--- src/rtl/pipe_arbiter_if.sv ---
// Handshake and data bundle between two requesters, the shared multiply-add pipe
// and the round-robin pipe_arbiter that owns issue order and response routing.
interface pipe_arbiter_if;
   logic       req0_valid;
   logic       req1_valid;
   logic [2:0] req0_data1;
   logic [2:0] req0_data2;
   logic [2:0] req1_data1;
   logic [2:0] req1_data2;
   logic       req0_ready;
   logic       req1_ready;
   logic       pipe_in_valid;
   logic [2:0] pipe_in_data1;
   logic [2:0] pipe_in_data2;
   logic [7:0] pipe_out_data;
   logic       resp_valid;
   logic       resp_id;
   logic [7:0] resp_data;
   logic       busy;

   modport master (
      output req0_valid, req1_valid, req0_data1, req0_data2, req1_data1, req1_data2,
      output pipe_out_data,
      input  req0_ready, req1_ready, pipe_in_valid, pipe_in_data1, pipe_in_data2,
      input  resp_valid, resp_id, resp_data, busy
   );

   modport slave (
      input  req0_valid, req1_valid, req0_data1, req0_data2, req1_data1, req1_data2,
      input  pipe_out_data,
      output req0_ready, req1_ready, pipe_in_valid, pipe_in_data1, pipe_in_data2,
      output resp_valid, resp_id, resp_data, busy
   );
endinterface

--- src/rtl/pipe_arbiter.sv ---
// Round-robin arbiter sharing one fixed-latency multiply-add pipe between two
// requesters; keeps the pipe clocked with bubbles until in-flight results drain.
module pipe_arbiter #(
   parameter int PIPE_LAT     = 3,
   parameter int FLUSH_CYCLES = 2
) (
   input  logic          clk,
   input  logic          rst_n,
   pipe_arbiter_if.slave bus
);
   localparam int CNT_W = $clog2(FLUSH_CYCLES + 1);

   typedef enum logic [1:0] {
      IDLE  = 2'd0,
      RUN   = 2'd1,
      FLUSH = 2'd2
   } state_t;

   state_t               state_r;
   logic                 ptr_r;
   logic [CNT_W-1:0]     flush_cnt_r;
   logic                 busy_r;
   logic [PIPE_LAT-1:0]  tag_v_r;
   logic [PIPE_LAT-1:0]  tag_id_r;
   logic                 resp_valid_r;
   logic                 resp_id_r;
   logic [7:0]           resp_data_r;

   logic                 grant0_s;
   logic                 grant1_s;
   logic                 any_grant_s;
   logic                 issue_s;
   logic [2:0]           op1_s;
   logic [2:0]           op2_s;

   // Grant selection; ptr_r names the requester that wins a tie.
   always_comb begin
      grant0_s = 1'b0;
      grant1_s = 1'b0;
      if (rst_n) begin
         if (bus.req0_valid && bus.req1_valid) begin
            grant0_s = ~ptr_r;
            grant1_s = ptr_r;
         end else begin
            grant0_s = bus.req0_valid;
            grant1_s = bus.req1_valid;
         end
      end else begin
         grant0_s = 1'b0;
         grant1_s = 1'b0;
      end
   end

   // Operand mux: a grant replaces the bubble that RUN/FLUSH would otherwise send.
   always_comb begin
      any_grant_s = grant0_s | grant1_s;
      issue_s     = rst_n & (any_grant_s | (state_r != IDLE));
      op1_s       = 3'd0;
      op2_s       = 3'd0;
      if (grant0_s) begin
         op1_s = bus.req0_data1;
         op2_s = bus.req0_data2;
      end else if (grant1_s) begin
         op1_s = bus.req1_data1;
         op2_s = bus.req1_data2;
      end else begin
         op1_s = 3'd0;
         op2_s = 3'd0;
      end
   end

   // Control FSM; the RUN cycle that sees no request is already the first bubble.
   always_ff @(posedge clk or negedge rst_n) begin
      if (!rst_n) begin
         state_r     <= IDLE;
         ptr_r       <= 1'b0;
         flush_cnt_r <= '0;
         busy_r      <= 1'b0;
      end else begin
         if (bus.req0_valid && bus.req1_valid) begin
            ptr_r <= ~ptr_r;
         end else begin
            ptr_r <= ptr_r;
         end
         case (state_r)
            IDLE: begin
               if (any_grant_s) begin
                  state_r <= RUN;
                  busy_r  <= 1'b1;
               end else begin
                  state_r <= IDLE;
                  busy_r  <= 1'b0;
               end
            end
            RUN: begin
               if (any_grant_s) begin
                  state_r <= RUN;
                  busy_r  <= 1'b1;
               end else if (FLUSH_CYCLES > 1) begin
                  state_r     <= FLUSH;
                  flush_cnt_r <= CNT_W'(FLUSH_CYCLES - 1);
                  busy_r      <= 1'b1;
               end else begin
                  state_r <= IDLE;
                  busy_r  <= 1'b0;
               end
            end
            FLUSH: begin
               if (any_grant_s) begin
                  state_r     <= RUN;
                  flush_cnt_r <= '0;
                  busy_r      <= 1'b1;
               end else if (flush_cnt_r <= CNT_W'(1)) begin
                  state_r     <= IDLE;
                  flush_cnt_r <= '0;
                  busy_r      <= 1'b0;
               end else begin
                  state_r     <= FLUSH;
                  flush_cnt_r <= flush_cnt_r - CNT_W'(1);
                  busy_r      <= 1'b1;
               end
            end
            default: begin
               state_r     <= IDLE;
               flush_cnt_r <= '0;
               busy_r      <= 1'b0;
            end
         endcase
      end
   end

   // Tag pipe mirrors the shared pipe; the oldest tag is retired exactly once.
   always_ff @(posedge clk or negedge rst_n) begin
      if (!rst_n) begin
         tag_v_r      <= '0;
         tag_id_r     <= '0;
         resp_valid_r <= 1'b0;
         resp_id_r    <= 1'b0;
         resp_data_r  <= 8'd0;
      end else begin
         if (issue_s) begin
            tag_v_r  <= {tag_v_r[PIPE_LAT-2:0], any_grant_s};
            tag_id_r <= {tag_id_r[PIPE_LAT-2:0], grant1_s};
         end else begin
            tag_v_r  <= {1'b0, tag_v_r[PIPE_LAT-2:0]};
            tag_id_r <= tag_id_r;
         end
         resp_valid_r <= tag_v_r[PIPE_LAT-1];
         resp_id_r    <= tag_v_r[PIPE_LAT-1] & tag_id_r[PIPE_LAT-1];
         resp_data_r  <= tag_v_r[PIPE_LAT-1] ? bus.pipe_out_data : 8'd0;
      end
   end

   assign bus.req0_ready    = grant0_s;
   assign bus.req1_ready    = grant1_s;
   assign bus.pipe_in_valid = issue_s;
   assign bus.pipe_in_data1 = op1_s;
   assign bus.pipe_in_data2 = op2_s;
   assign bus.resp_valid    = resp_valid_r;
   assign bus.resp_id       = resp_id_r;
   assign bus.resp_data     = resp_data_r;
   assign bus.busy          = busy_r;
endmodule

--- src/flat_wrapper.sv ---
// flat-port wrapper written by rule: the top's interface ports become plain ports
module pipe_arbiter_flat 
#(
   parameter int PIPE_LAT     = 3,
   parameter int FLUSH_CYCLES = 2
)
  (clk, rst_n, bus_req0_valid, bus_req1_valid, bus_req0_data1, bus_req0_data2, bus_req1_data1, bus_req1_data2, bus_pipe_out_data, bus_req0_ready, bus_req1_ready, bus_pipe_in_valid, bus_pipe_in_data1, bus_pipe_in_data2, bus_resp_valid, bus_resp_id, bus_resp_data, bus_busy);
  pipe_arbiter_if bus_i ();
  input  logic clk;
  input  logic rst_n;
  input wire logic [$bits(bus_i.req0_valid)-1:0] bus_req0_valid;
  input wire logic [$bits(bus_i.req1_valid)-1:0] bus_req1_valid;
  input wire logic [$bits(bus_i.req0_data1)-1:0] bus_req0_data1;
  input wire logic [$bits(bus_i.req0_data2)-1:0] bus_req0_data2;
  input wire logic [$bits(bus_i.req1_data1)-1:0] bus_req1_data1;
  input wire logic [$bits(bus_i.req1_data2)-1:0] bus_req1_data2;
  input wire logic [$bits(bus_i.pipe_out_data)-1:0] bus_pipe_out_data;
  output wire logic [$bits(bus_i.req0_ready)-1:0] bus_req0_ready;
  output wire logic [$bits(bus_i.req1_ready)-1:0] bus_req1_ready;
  output wire logic [$bits(bus_i.pipe_in_valid)-1:0] bus_pipe_in_valid;
  output wire logic [$bits(bus_i.pipe_in_data1)-1:0] bus_pipe_in_data1;
  output wire logic [$bits(bus_i.pipe_in_data2)-1:0] bus_pipe_in_data2;
  output wire logic [$bits(bus_i.resp_valid)-1:0] bus_resp_valid;
  output wire logic [$bits(bus_i.resp_id)-1:0] bus_resp_id;
  output wire logic [$bits(bus_i.resp_data)-1:0] bus_resp_data;
  output wire logic [$bits(bus_i.busy)-1:0] bus_busy;
  assign bus_i.req0_valid = bus_req0_valid;
  assign bus_i.req1_valid = bus_req1_valid;
  assign bus_i.req0_data1 = bus_req0_data1;
  assign bus_i.req0_data2 = bus_req0_data2;
  assign bus_i.req1_data1 = bus_req1_data1;
  assign bus_i.req1_data2 = bus_req1_data2;
  assign bus_i.pipe_out_data = bus_pipe_out_data;
  assign bus_req0_ready = bus_i.req0_ready;
  assign bus_req1_ready = bus_i.req1_ready;
  assign bus_pipe_in_valid = bus_i.pipe_in_valid;
  assign bus_pipe_in_data1 = bus_i.pipe_in_data1;
  assign bus_pipe_in_data2 = bus_i.pipe_in_data2;
  assign bus_resp_valid = bus_i.resp_valid;
  assign bus_resp_id = bus_i.resp_id;
  assign bus_resp_data = bus_i.resp_data;
  assign bus_busy = bus_i.busy;
  pipe_arbiter #(.PIPE_LAT(PIPE_LAT), .FLUSH_CYCLES(FLUSH_CYCLES)) u_core (.clk(clk), .rst_n(rst_n), .bus(bus_i));
endmodule
--- config.mk ---
export PLATFORM = sky130hd
export DESIGN_NAME = pipe_arbiter_flat
export DESIGN_NICKNAME = d
export VERILOG_FILES = /design/src/rtl/pipe_arbiter_if.sv /design/src/rtl/pipe_arbiter.sv /design/src/flat_wrapper.sv
export SDC_FILE = /design/constraint.sdc
export NUM_CORES = 1
export LEC_CHECK = 0
export CORE_MARGIN = 8
export CORE_UTILIZATION = 39
export DETAILED_ROUTE_END_ITERATION = 8
export PLACE_DENSITY = 0.86
export SLEW_MARGIN = 20
export SYNTH_ARGS = -nofsm -noshare
export SYNTH_HDL_FRONTEND = slang
export SYNTH_SLANG_ARGS = --single-unit
--- constraint.sdc ---
create_clock -name clk -period 2.8 [get_ports clk]
set_clock_uncertainty 0.05 [all_clocks]
set_input_delay 0.56 -clock clk [delete_from_list [all_inputs] [get_ports clk]]
set_output_delay 0.56 -clock clk [all_outputs]
set_load 0.02 [all_outputs]
==> summary.md <==
| Metric | Value |
|---|---|
| Main combinational cell family by area after synthesis | compound AO/OA/AOI/OAI gates |
| Later-pin clock latency in the skew report | 0.31 ns |
| Worst path bufs/invs | 4 |
| Register bit total from synthesis | 22 |
| Post-DR vias/cell | 4.883 |
| Number of global-route vias before repair | roughly 850 |
| Run status | finished clean |
| Worst slew pin tran | ~0.37 ns |
| Switching pwr | around 0.00027 W |
| Final Hold Vio Count | 0 |
| Placer Congestion | about 0.75 |
| CTS tree | done |
| Min-Delay Path Class | flip-flop to flip-flop |
| Switch share | between 30% and 40% |
| Core ar. | 0.002387 sq mm |
| Post-CTS setup buffers | 0 |
| Die Area | 0.004287 sq mm |
| Complex-gate fraction of the synthesized area | around 16% |
| Nets | 162 |
| Hold buffer count at cts | 0 |
| Final setup violation count | 0 |
| Top cell by count, worst path | clkdlybuf4s50_1 |
| Clock Tree Root | clkbuf_4 |
| Post-synth ARST share | between 90% and 100% |
| # rows | 18 |
| I/O Pins | 44 |
| Routed length per placed instance | about 17 microns |
| Crit share post-route | 97.80% |
| Vias post-DR | 796 |
| Post-synthesis mux area share | approximately 4.6% |
| Minimum clock period | around 2.7 ns |
| DR iter-0 viols | 24 |
| Clock share of power | about a fifth |
| Power Dens Cells | between 500 and 600 mW/mm^2 |
| Worst-case clock buffer depth | 2 |
| Largest net degree at the start of global routing | 27 |
| P_int | 0.0005868 W |
| Critical Path End Type | output port |
| I/O Buffers | 43 |
| Initial antenna violation count | 0 |
| Placed cell count | roughly 160 |
| Relative slew slack | roughly three quarters |
| Seq/Total Area, Yosys | between 50 and 60% |
| Final cell count without fillers | between 150 and 200 |
| EDFF count, synth | 0 |
| First-pass DRT Iterations | 4 |
| Diodes inserted | 0 |
| Fraction of the mapped netlist area in adder cells | under 10% |
| Worst EP required | ~2.2 ns |
| Mapped cell area | 954.7 sq um |
| Crit-path max FO | 4 |
| Post-route ant nets | 0 |
| Die height | around 65 microns |
| Largest stage delay, worst path | about 0.54 ns |
| Layout area overhead | 59.24% |
| Syn Nets | about 110 |
| Synth Area in Simple Gates | between 10% and 20% |
| Share of layout cells above drive strength 1 | approximately an eighth |
| First-pass GRT wire length | roughly 4400 microns |
| Flop pwr share | between 40% and 50% |
| Post-DP HPWL | approximately 2200 microns |
| Count of cell types in the netlist | 23 |
| Max-Cap Viols | 0 |
| All-Layer GR Usage | 13.52% |
| Lkg Pwr | just over 0.7 nW |
| Yosys Warn Count | 0 |
| Crit-path cells | clkdlybuf4s50_1 -> buf_4 -> o31ai_4 -> inv_1 -> clkdlybuf4s50_1 |
| Post-Syn Instances | 80 |
| Total CTS buffers | 3 |
| Starting Density | between 30% and 40% |
| CTS clk-pin slew, worst paths | about 0.11 ns |
| Main synth FF type | dfrtp_1 |
| Peak VDD IR | 0.0003014 V |
| H-tree level count | 1 |
| Die width | 65.48 microns |
| Synth Area in XOR/XNOR | 0.9174% |
| Crit path max-delay cell type | clkdlybuf4s50_1 |
| Fmax | around 370 MHz |
| Slew Viols, Final | 0 |
| # DRC | 0 |
| Combinational Power Share | between 30% and 40% |
| Unrepaired setup endpoints after global routing | false |
| Setup tns final | 0 ns |
| CP delay by family, top | buffers and inverters |
| Synthesized area per cell | 11.93 sq um |
| Gr ovfl total | 0 |
| Crit path launch type | input pin |
| CP Data Arrival Time | around 2.1 ns |
| Final wirelength | approximately 2800 microns |
| Critical path type | input pin to output port |
| # clock sinks | 22 |
worst reg2reg max path, delay by kind of cell (launching register included):
kind	cells	cell delay [ns]
adders and majority gates	1	0.27
AOI/OAI and AO/OA	1	0.19
DFF	1	0.44
muxes	1	0.33
buffers and inverters	3	0.42
flip-flops by register name (all words and copies together), names as in the netlist:
name / flops
u_core.bus.busy: 1
u_core.bus.resp_data: 8
u_core.bus.resp_id: 1
u_core.bus.resp_valid: 1
u_core.flush_cnt_r: 2
u_core.ptr_r: 1
u_core.state_r: 2
u_core.tag_id_r: 3
u_core.tag_v_r: 3
timing repair:
| action | 4_1_cts | 5_1_grt |
|---|---|---|
| gates resized for setup | 10 | 2 |
| setup endpoints to repair | 9 | 2 |
| gates cloned | 0 | 0 |
power groups by stage:
stage / clock network, W / registers, W / logic, W
4_1_cts: 0.000176 / 0.000405 / 0.000277
2_1_floorplan: 0 / 0.000424 / 0.000114
3_5_place_dp: 0 / 0.000409 / 0.000276
5_1_grt: 0.000194 / 0.000414 / 0.000299
3_3_place_gp: 0 / 0.000404 / 0.000267
6_report: 0.000175 / 0.000406 / 0.000277
through the flow:
stage	setup WS [ns]	cell area, sq um	hold slack [ns]	utilization (%)	power [W]
final	0.06164	1520	0.4443	63.68	0.0008582
after global routing	0.009893	1520	0.4623	63.68	0.0009066
after CTS	0.01597	1514	0.4480	63.42	0.0008571
after detailed placement	-0.1102	1468	0.4219	61.48	0.0006853
after global placement	-0.07501	1468	0.4035	61.48	0.0006705
after floorplan	0.9136	954.7	0.2144	-	0.0005374
cell usage after synthesis (2+ instances only):
library cell  count  area, sq um
dfrtp_1          22        550.5
and2_1            9        56.30
inv_1             9        33.78
a22o_1            6        52.55
nand2_1           5        18.77
nor3_1            5        25.02
ha_1              4        50.05
mux2_2            3        33.78
a21oi_2           2        17.52
o21ai_0           2        10.01
kinds of logic (layout without fill, tap and decap cells):
logic type	count (synthesis)	in the layout
compound gates	18	18
xor+xnor	1	1
fa+ha+maj	4	4
buf+inv	9	62
flops	22	22
mux	4	4
simple gates	22	22
per-layer routing:
layer | global-route usage [%] | part of all wire (%)
met1 | 14.83 | 40
met2 | 24.60 | 53
met3 | 3.231 | 5.1
met4 | 4.905 | 1.3
met5 | 0 | 0
path summary, 6_finish.rpt:
| check | startpoint | to | slack (ns) | cells past startpoint |
|---|---|---|---|---|
| setup / recovery | bus_req0_valid | bus_pipe_in_valid | 0.06 | 5 |
| hold / removal | u_core.tag_id_r[0]$_DFFE_PN0P_ | u_core.tag_id_r[0]$_DFFE_PN0P_ | 0.44 | 1 |
| setup reg to reg | u_core.state_r[0]$_DFF_PN0_ | u_core.tag_id_r[1]$_DFFE_PN0P_ | 0.98 | 6 |
| hold reg to reg | u_core.tag_id_r[0]$_DFFE_PN0P_ | u_core.tag_id_r[0]$_DFFE_PN0P_ | 0.44 | 1 |
| max in group asynchronous | rst_n | u_core.tag_id_r[0]$_DFFE_PN0P_ | 1.93 | 2 |
| min in group asynchronous | rst_n | u_core.bus.resp_data[6]$_DFF_PN0_ | 0.59 | 2 |
final cells by class:
cell class,instances,area [sq um]
Sequential cell,22,550.5
Fill cell,187,867.1
Clock buffer,4,36.28
Tap cell,30,37.54
Multi-Input combinational cell,49,385.4
Inverter,9,33.78
Timing Repair Buffer,49,476.7
placed cells by master, fill, tap and decap left out, types with 2 or more instances in the layout:
cell	count
a21oi_4	2
a22o_1	6
and2_1	9
buf_4	5
clkbuf_4	3
clkdlybuf4s50_1	35
dfrtp_1	22
dlygate4sd2_1	7
ha_1	4
inv_1	9
mux2_2	3
nand2_1	5
nor3_1	5
o21ai_0	2
(Power assumes the default switching activity.)
==> RTL edit 1, RTL diff (config.mk and constraints unchanged) <==
`PIPE_LAT` is set to 3 in 2 places; all go to 6.
--- a/src/rtl/pipe_arbiter.sv
+++ b/src/rtl/pipe_arbiter.sv
@@ -1,7 +1,7 @@
 // Round-robin arbiter sharing one fixed-latency multiply-add pipe between two
 // requesters; keeps the pipe clocked with bubbles until in-flight results drain.
 module pipe_arbiter #(
-   parameter int PIPE_LAT     = 3,
+   parameter int PIPE_LAT     = 6,
    parameter int FLUSH_CYCLES = 2
 ) (
    input  logic          clk,
--- a/src/flat_wrapper.sv
+++ b/src/flat_wrapper.sv
@@ -1,7 +1,7 @@
 // flat-port wrapper written by rule: the top's interface ports become plain ports
 module pipe_arbiter_flat 
 #(
-   parameter int PIPE_LAT     = 3,
+   parameter int PIPE_LAT     = 6,
    parameter int FLUSH_CYCLES = 2
 )
   (clk, rst_n, bus_req0_valid, bus_req1_valid, bus_req0_data1, bus_req0_data2, bus_req1_data1, bus_req1_data2, bus_pipe_out_data, bus_req0_ready, bus_req1_ready, bus_pipe_in_valid, bus_pipe_in_data1, bus_pipe_in_data2, bus_resp_valid, bus_resp_id, bus_resp_data, bus_busy);
Behaviour: not the same (Yosys sat finds a counterexample within 10 cycles, from zero or initial values and one cycle with rst_n low).
==> RTL edit 1 against the unedited design <==
  * Sequential cell count grew 6
  * Total power grew 23%
  * Die area grew 18%
  * Via count grew 8.3%
  * Worst hold slack gained 1.2 ps
  * Critical endpoint is now bus_req0_ready
  * Worst setup slack gained 16 ps
  * Design area grew 14%
  * Wire length shrank 5.7%
  * Area after synthesis grew 24%
  * First-iteration DRC count grew 110%
  * Global-route usage shrank 2.8 points
  * Synthesized cell count grew 16%
==> RTL edit 1: results (changes against the unedited design) <==
| Metric | Value |
|---|---|
| Drt initial violations | 50 (was 24) |
| Final Hold Slack | 446 ps (was 444 ps) |
| Share of layout cells above drive strength 1 | 0.172 (was 0.120) |
| CTS resizes | 8 (was 10) |
| Number of flip-flops in the largest register | 8 (unchanged) |
| WL/cell | 15.0 um (was 17.3 um) |
| Syn_nets | 121 (was 108) |
| Synth Flop Type | dfrtp_1 (unchanged) |
| Root buf cell | clkbuf_4 (unchanged) |
| First-pass GRT wire length | 4340 um (was 4440 um) |
| Final setup viols | 0 (unchanged) |
| Status | finished, final reports clean (unchanged) |
| Distinct cells, synth | 25 (was 23) |
| Switching part of the total power | 0.304 (was 0.316) |
| Syn Area/Cell | 12.8 um2 (was 11.9 um2) |
| Kind of path behind the tightest hold check | flop to flop (unchanged) |
| Worst reg-to-reg path cell count | 6 (unchanged) |
| VDD IR-drop max | 229 uV (was 301 uV) |
| CTS max path bufs | 2 (unchanged) |
| Overall Global Routing Usage | 0.107 (was 0.135) |
| Routed vias | 862 (was 796) |
| Worst Setup SP | bus_req0_valid (unchanged) |
| GP Congestion | 0.718 (was 0.746) |
| Initial antenna violation count | 0 (unchanged) |
| CP max FO | 7 (was 4) |
| WHS Endpoint | u_core.tag_id_r[0] (unchanged) |
| Placed inst area | 0.00170 mm2 (was 0.00147 mm2) |
| Clock transition at path regs | 140 ps (was 110 ps) |
| Detail Placement HPWL | 2180 um (was 2170 um) |
| Slowest CP cell | clkdlybuf4s50_1 (unchanged) |
| Seq. pwr | 0.000557 W (was 0.000406 W) |
| H-tree Lvls | 1 (unchanged) |
| Worst EP arrival | 2110 ps (was 2130 ps) |
| Post-synth top area share | 0.590 (was 0.577) |
| Vias in the first global route | 899 (was 852) |
| Worst reg2reg startpoint | u_core.state_r[0] (unchanged) |
| Layout Cells excl Fill | 178 (was 163) |
| Warnings, synthesis | 0 (unchanged) |
| Worst Max-Slew Pin Slew | 407 ps (was 372 ps) |
| Async S/R FF share, synth | 1.00 (unchanged) |
| Hold Path Depth | 1 (unchanged) |
| Fillers | 246 (was 187) |
| Setup bufs post-CTS | 0 (unchanged) |
| Drt first pass iters | 2 (was 4) |
| Largest net degree at the start of global routing | 32 (was 27) |
| HP Start | u_core.tag_id_r[0] (unchanged) |
| Clock network power | 0.000154 W (was 0.000175 W) |
| Placement Setup Slack | -91.3 ps (was -110 ps) |
| Top cells by count, synth | dfrtp_1, and2_1, mux2_2 (was dfrtp_1, and2_1, inv_1) |
| Cts bufs inserted | 3 (unchanged) |
| Pleak | 0.804 nW (was 0.725 nW) |
| Area contributors post-synth | dfrtp_1, mux2_2, and2_1 (was dfrtp_1, and2_1, a22o_1) |
| Worst-Skew Late Latency | 310 ps (about the same) |
| R2r setup slk | around 1000 ps |
| Diodes inserted | 0 (unchanged) |
| Sequential Power Share | 0.526 (was 0.474) |
| Crit Reg-Reg Endpoint | u_core.tag_v_r[3] (was u_core.tag_id_r[1]) |
| Crit-path max cell delay | 650 ps (was 540 ps) |
| Post-synthesis sequential area ratio | 0.590 (was 0.577) |
## RTL edit 1: changes by cell type in the layout (fill, tap and decap cells not counted), sizes merged
cell / change
and2b: +1
buf: +1
clkbuf: -1
clkdlybuf4s50: +1
dfrtp: +6
dlygate4sd2: -1
mux2: +6
nor2b: -1
## RTL edit 1: how the worst max path moves through the flow
stage	end	cells after the start	slack, ps
detailed placement	bus_pipe_in_data1[2]	5	-90
CTS	bus_pipe_in_valid	6	50
finish	bus_req0_ready	4	80
global placement	bus_pipe_in_data1[0]	5	-20
global route	bus_req0_ready	4	30
floorplan	bus_pipe_in_data1[0]	3	910
## RTL edit 1: logic make-up (layout without fill, tap and decap cells)
family          count (synthesis)  after routing  synth area share
flops                          28             28             0.590
simple gates                   22             22             0.100
compound gates                 18             18             0.129
mux                            10             10            0.0938
buf+inv                        10             62            0.0379
fa+ha+maj                       4              4            0.0422
xor+xnor                        1              1           0.00738
## RTL edit 1: area by class of cell
cell class                      instances  area (um2)  area share
Timing Repair Buffer                   50         478       0.276
Tap cell                               33        41.3      0.0238
Clock buffer                            3        22.5      0.0130
Multi-Input combinational cell         55         457       0.264
Inverter                                9        33.8      0.0195
Sequential cell                        28         701       0.404
## RTL edit 1: metal layers
| metal | vias up | wire length [um] | track usage |
|---|---|---|---|
| met3 | 2 | 137 | 0.0381 |
| met4 | 0 | 8 | 0.0208 |
| li1 | 425 | - | - |
| met1 | 410 | 1160 | 0.120 |
| met2 | 25 | 1360 | 0.190 |
| met5 | - | 0 | 0 |
## RTL edit 1: worst register-to-register path, stage by stage (launching register included)
cell	delay, ps
dfrtp_1	420
inv_1	90
ha_1	290
inv_2	80
o31ai_4	200
buf_4	230
mux2_2	350
==> RTL edit 2, RTL diff (same flow settings) <==
Without the edit above. The 3 states of `state_t` get a one-hot encoding in 3 bits.
--- a/src/rtl/pipe_arbiter.sv
+++ b/src/rtl/pipe_arbiter.sv
@@ -10,10 +10,10 @@
 );
    localparam int CNT_W = $clog2(FLUSH_CYCLES + 1);
 
-   typedef enum logic [1:0] {
-      IDLE  = 2'd0,
-      RUN   = 2'd1,
-      FLUSH = 2'd2
+   typedef enum logic [2:0] {
+      IDLE  = 3'b001,
+      RUN   = 3'b010,
+      FLUSH = 3'b100
    } state_t;
 
    state_t               state_r;
Check against the original RTL: same outputs for any inputs over 10 cycles, from zero or initial values and one cycle with rst_n low; not proved beyond that.
==> RTL edit 2 against the unedited design <==
  * Worst setup slack better by 28 ps
  * Worst hold slack better by 6.8 ps
  * Die area rose by 2.0%
  * Design area decreased by 0.33%
  * Synthesized cell count is 1.3% lower
  * Largest power group unchanged
  * Wire length is 16% lower
  * Fmax is 1.0% higher
  * Critical endpoint is now bus_req1_ready
  * Sequential cell count grew 1
  * Register-to-register slack got worse by 130 ps
  * Non-clock buffer count is 2 higher
  * Core utilization fell by 1.4 points
  * Total power up 3.6%
  * Largest cell class unchanged
  * Area after synthesis rose by 2.6%
==> RTL edit 2: results (changes against the unedited design) <==
| Metric | Value |
|---|---|
| Num sequential | 23 (was 22) |
| Worst EP arrival | 2100 ps (was 2130 ps) |
| WL/cell | 14.6 um (was 17.3 um) |
| Clock transition at path regs | 120 ps |
| Complex-gate fraction of the synthesized area | 0.176 (was 0.159) |
| Multi-In Gates | 51 (was 49) |
| Met2 Wirelength | 1200 um (was 1500 um) |
| Post-Synth XOR/XNOR Area | 0.0268 (was 0.00917) |
| Fraction of area in registers | 0.381 (was 0.362) |
| Syn_nets | 103 (was 108) |
| Final non-clock buffer share | 0.322 (was 0.314) |
| Worst reg-to-reg path cell count | 4 (was 6) |
| Int Pwr | 0.000620 W (was 0.000587 W) |
| Area contributors post-synth | dfrtp_1, and2_1, a22o_1 (unchanged) |
| First-pass GRT wire length | 3770 um (was 4440 um) |
| Global-route met1 utilization | 0.126 (was 0.148) |
| Number of flip-flops in the largest register | 8 (unchanged) |
| Seq. pwr | 0.000446 W (was 0.000406 W) |
| Met3 Use GR | 0.0407 (was 0.0323) |
| Share of layout cells above drive strength 1 | 0.152 (was 0.120) |
| Fillers | 188 (was 187) |
| Top cells by count, synth | dfrtp_1, and2_1, a22o_1 (was dfrtp_1, and2_1, inv_1) |
| Detail Placement HPWL | 1950 um (was 2170 um) |
| Met3 wire len | 210 um (was 145 um) |
| Placement Setup Slack | -30.5 ps (was -110 ps) |
| Pleak | 0.701 nW (was 0.725 nW) |
| Drt initial violations | 29 (was 24) |
| GP Congestion | 0.812 (was 0.746) |
| Final instance area | 0.00152 mm2 (about the same) |
| Crit-path max cell delay | 610 ps (was 540 ps) |
| Status | finished, final reports clean (unchanged) |
| Post-Route WL | 2360 um (was 2830 um) |
| Multi-input combinational area share | 0.248 (was 0.253) |
| Vias per inst | 4.83 (was 4.88) |
| Final net count | 157 (was 162) |
| Tot Pwr | 0.000890 W (was 0.000858 W) |
| Syn Area/Cell | 12.4 um2 (was 11.9 um2) |
| Non-Clock Buffer Count | 51 (was 49) |
| Relative slew slack | 0.756 (was 0.750) |
| Cells after Synth | 79 (was 80) |
| Root buf cell | clkbuf_4 (unchanged) |
| Signal inverters | 3 (was 9) |
| Vias in the first global route | 769 (was 852) |
| Overall Global Routing Usage | 0.109 (was 0.135) |
| Largest net degree at the start of global routing | 19 (was 27) |
| Synth Area in Adders | 0 (was 0.0524) |
| Met1 WL | 920 um (was 1140 um) |
| Multiplexer share of the synthesized area | 0.0345 (was 0.0459) |
| VDD IR-drop max | 322 uV (was 301 uV) |
| CP max FO | 8 (was 4) |
| M2 GR Usage | 0.172 (was 0.246) |
| Post-synthesis sequential area ratio | 0.589 (was 0.577) |
| CTS resizes | 8 (was 10) |
-- RTL edit 2: cell types whose count changed in the layout (fill, tap and decap cells not counted), moves of 2 or more --
cell      unedited run  this run
inv_1                9         3
nand3b_1             0         2
ha_1                 4         0
o21a_1               1         3
nor2_1               1         3
nor3_1               5         0
o211ai_1             0         3
buf_4                5         7
a21oi_4              2         0
-- RTL edit 2: kinds of logic after synthesis --
logic type / count (synthesis)
simple gates: 24
flops: 23
compound gates: 21
buf+inv: 5
xor+xnor: 3
mux: 3
-- RTL edit 2: path summary, 6_finish.rpt --
path	from	endpoint	slack, ps
max	rst_n	bus_req1_ready	90
min	u_core.tag_v_r[0]	u_core.tag_v_r[0]	450
min in group asynchronous	rst_n	u_core.tag_v_r[0]	630
max reg2reg	u_core.state_r[0]	u_core.tag_id_r[1]	850
max in group asynchronous	rst_n	u_core.state_r[0]	1860
min reg2reg	u_core.tag_v_r[0]	u_core.tag_v_r[0]	450
